$ cat src/rtl/regstore_32x32.sv
// 32 x WIDTH register storage with a 5:32 write decoder; register ZERO_REG always reads 0.
// Optional same-cycle write-through bypass is enabled by defining REGSTORE_WRITE_THROUGH_EN.
module regstore_32x32 #(
    parameter int WIDTH    = 32,
    parameter int ZERO_REG = 31
) (
    input  logic             clk,
    input  logic             reset,
    input  logic             RegWrite,
    input  logic [4:0]       WriteRegister,
    input  logic [WIDTH-1:0] WriteData,
    output logic [WIDTH-1:0] regs [32]
);

    logic [3:0]  bank_en;
    logic [31:0] e;
    logic        unused_zero_en;

    // First decode stage (2:4) also carries RegWrite, so an unknown index with
    // RegWrite low still resolves every enable to 0.
    always_comb begin
        bank_en = '0;
        for (int b = 0; b < 4; b++) begin
            bank_en[b] = RegWrite && (WriteRegister[4:3] == 2'(b));
        end
    end

    always_comb begin
        e = '0;
        for (int b = 0; b < 4; b++) begin
            for (int r = 0; r < 8; r++) begin
                e[b*8 + r] = bank_en[b] && (WriteRegister[2:0] == 3'(r));
            end
        end
    end

    // The zero register's enable is decoded but drives nothing.
    assign unused_zero_en = e[ZERO_REG];

    for (genvar k = 0; k < 32; k++) begin : g_reg
        if (k == ZERO_REG) begin : g_zero
            assign regs[k] = '0;
        end else begin : g_store
            logic [WIDTH-1:0] q;

            always_ff @(posedge clk or posedge reset) begin
                if (reset) begin
                    q <= '0;
                end else if (e[k]) begin
                    q <= WriteData;
                end
            end

`ifdef REGSTORE_WRITE_THROUGH_EN
            // Bypass is suppressed during reset so every entry reads 0 while reset is high.
            assign regs[k] = (e[k] && !reset) ? WriteData : q;
`else
            assign regs[k] = q;
`endif
        end
    end

endmodule

$ cat config.mk
export PLATFORM = sky130hd
export DESIGN_NAME = regstore_32x32
export DESIGN_NICKNAME = d
export VERILOG_FILES = /design/src/rtl/regstore_32x32.sv
export SDC_FILE = /design/constraint.sdc
export NUM_CORES = 2
export LEC_CHECK = 0
export ABC_AREA = 1
export CAP_MARGIN = 20
export CORE_AREA = 3 3 417 419
export CTS_CLUSTER_SIZE = 30
export DETAILED_ROUTE_END_ITERATION = 8
export DIE_AREA = 0 0 420 422
export GPL_ROUTABILITY_DRIVEN = 0
export PLACE_DENSITY = 0.53
export SYNTH_ARGS = -nofsm -noshare
export SYNTH_HDL_FRONTEND = slang
export SYNTH_SLANG_ARGS = --single-unit
$ cat constraint.sdc
create_clock -name clk -period 68.5 [get_ports clk]
set_input_delay 6.85 -clock clk [delete_from_list [all_inputs] [get_ports clk]]
set_output_delay 6.85 -clock clk [all_outputs]
set_load 0.005 [all_outputs]
==> metrics <==
number of rows created at floorplan 152; Port Buffers ~1000; Layout area overhead 43.5%; die outline area 177000 um^2; Peak Freq 102 MHz; combined area of all synthesized cells around 38000 um^2; routed len/inst around 24 um; tightest slew margin relative to the limit about 22%; antenna viol nets, final 0; initial standard-cell utilization of the core 22.2%; unrepaired setup endpoints after global routing no; Final TNS setup 0 ns; startpoint of the tightest hold check path g_reg[13].g_store.q[3]; boundary pin count between 1000 and 1500; Via-to-Cell Ratio approximately 4.3; cell accounting for the most synthesized area dfrtp_1; GR Overflow Total 0; worst-skew pair later-pin latency ~0.75 ns; max-slew violation total from the final report 0; final number of setup-violating endpoints 0; initial drt markers 3093; count of clock tree sinks a little under 1000; category of the worst setup path capture point flip-flop; transition time at the pin with the least slew margin between 1 and 1.5 ns; required time of the critical path ~69 ns; clock root buffer clkbuf_16; initial antenna violation count 8; count of hold buffers inserted by post-cts repair 0; ranking of synthesized cells by area dfrtp_1 65%, nand2_1 28%, clkbuf_1 1.9%; post-layout minimum cycle time around 10 ns; portion of the post-synthesis area used by sequential elements roughly two thirds; Hold Crit Class reg -> reg; Largest regs g.g_store.q x992; data arrival at the endpoint of the critical path approximately 10 ns; register bit total from synthesis between 900 and 1000; Final Hold Violating Endpoints 0; clk buf depth 3; library cells used by synthesis 10; wire length of the first global-routing pass ~260000 um; number of flops mapped to enable cells by yosys 0; most used flip-flop cell after synthesis dfrtp_1; number of instances in the synthesized netlist 4392; met2 layer wire length in the routed design 93100 um; synthesized area divided by synthesized cell count about 8.7 um^2; final net count roughly 5400; number of warnings printed during yosys synthesis 0; worst-case vdd ir drop 0.0193 mV; Post-CTS Resized 0; horizontal die dimension 420 um; Highest Signal Layer met4; Met3 Routed Length 13000 um; height of the die around 420 um; first drt pass iteration count 5; CTS tree done; final instance area 54600 um^2; core outline area around 170000 um^2; number of buffers created by CTS roughly 110; number of global-route vias before repair 31800; H-tree Lvls 3; maximum number of pins on one net before global-route repair 141; clock edge transition at the registers on the reported setup and hold paths approximately 0.060 ns; share of flip-flops with an asynchronous set or reset after synthesis 100%; number of setup buffers added after CTS 0; post-DP HPWL around 120000 um; wl on met1 73400 um; detailed-route via count ~33000; overall fraction of global-route tracks in use between 20% and 30%; Placed Area slightly above 50000 um^2; most used standard cells in the synthesized netlist 2885 x nand2_1, 992 x dfrtp_1, 188 x clkbuf_1; post-route DRC violation count 0; number of violations of the max-capacitance limit 0; register containing the most flip-flops in the final layout g.g_store.q; power per standard cell area around 33 nW/um^2; minimum setup slack in the final design between 50 and 60 ns; number of flip-flops under the largest register name between 900 and 1000; worst reg2reg path startpoint g_reg[2].g_store.q[23]; portion of the clock cycle consumed by the worst path in the final layout around 14%; fraction of post-synthesis cell area in the top cell type by area between 60% and 70%; Startpoint Class input pin; origin of the worst setup path RegWrite; leakage power 0.0275 uW; critical path class in -> reg; Max Fanout on Critical Path between 60 and 70; final clock skew 0 ns; final routed wirelength across all metal layers approximately 190000 um; share of layout cells above drive strength 1 6.65%; run status finished, final reports clean; worst slack at placement between 50 and 60 ns; cell with the most instances after synthesis nand2_1
[routing by layer]
layer  global-route usage (%)  vias up
met5                        0        -
met4                     8.45        0
met3                     4.39      308
met2                     35.2     1371
met1                     25.0    16500
li1                         -    15100
[cell usage in the layout (no fill, tap or decap)]
cell type        count
buf_16               2
diode_2              6
conb_1              32
inv_16               2
clkbuf_8            31
dfrtp_1            992
nor2_4              24
clkbuf_1            24
clkinv_8             2
nand2_1           2867
clkinv_2            17
clkbuf_16          113
inv_6                3
buf_12              12
inv_1                7
clkinvlp_4           4
clkinv_4             3
bufinv_16            8
nor2_2              10
nand3_1            140
inv_8                2
nor2_1               3
clkdlybuf4s50_1    999
buf_4               78
nand2_2             18
buf_2               32
[worst paths after layout]
path | to | slack (ns) | cells past startpoint
worst max-delay path | g_reg[2].g_store.q[27] | 58.72 | 9
worst min-delay path | g_reg[13].g_store.q[3] | 0.47 | 2
worst max register to register | g_reg[2].g_store.q[23] | 67.79 | 2
worst min register to register | g_reg[13].g_store.q[3] | 0.47 | 2
max in group asynchronous | g_reg[28].g_store.q[18] | 58.82 | 5
min in group asynchronous | g_reg[11].g_store.q[27] | 6.62 | 2
[worst max-delay path: stages]
cell and delay (ns):
clkdlybuf4s50_1 0.56, nand2_1 0.15, nor2_4 0.10, buf_4 0.68
buf_4 0.74, nand2_1 0.70, buf_4 0.43, nand2_1 0.08
nand2_1 0.05
[cell families (layout without fill, tap and decap cells)]
| logic type | after synthesis | count (layout) | share of synthesized area (%) |
|---|---|---|---|
| other cells | 1 | 38 | 0.00986 |
| simple gates | 3062 | 3062 | 30.7 |
| buf+inv | 337 | 1339 | 4.00 |
| flops | 992 | 992 | 65.3 |
[where the power goes]
part	internal (uW)	total [uW]	leakage (uW)	switching, uW
sequential	695	760	0.0129	64.8
clock	368	628	0.00189	260
combinational	222	414	0.0128	192
[layout make-up]
class	instances	area, um^2
Fill cell	17700	116000
Sequential cell	992	24800
Multi-Input combinational cell	3094	12000
Timing Repair Buffer	1123	11000
Clock buffer	168	3340
Tap cell	2233	2790
Clock inverter	40	492
Inverter	8	37.5
Antenna cell	6	15.0
[per-stage QoR]
| stage | hold WS, ns | instances | total power (uW) | util [%] |
|---|---|---|---|---|
| 6_report | 0.466 | 7664 | 1800 | 31.9 |
| 5_1_grt | 0.483 | 7661 | 1880 | 31.9 |
| 4_1_cts | 0.471 | 7655 | 1820 | 31.9 |
| 3_5_place_dp | 0.457 | 7447 | 1190 | 29.6 |
| 3_3_place_gp | 0.453 | 7438 | 1180 | 29.5 |
| 2_1_floorplan | 0.465 | 4423 | 872 | - |
Power figures use the tool's default switching activity.
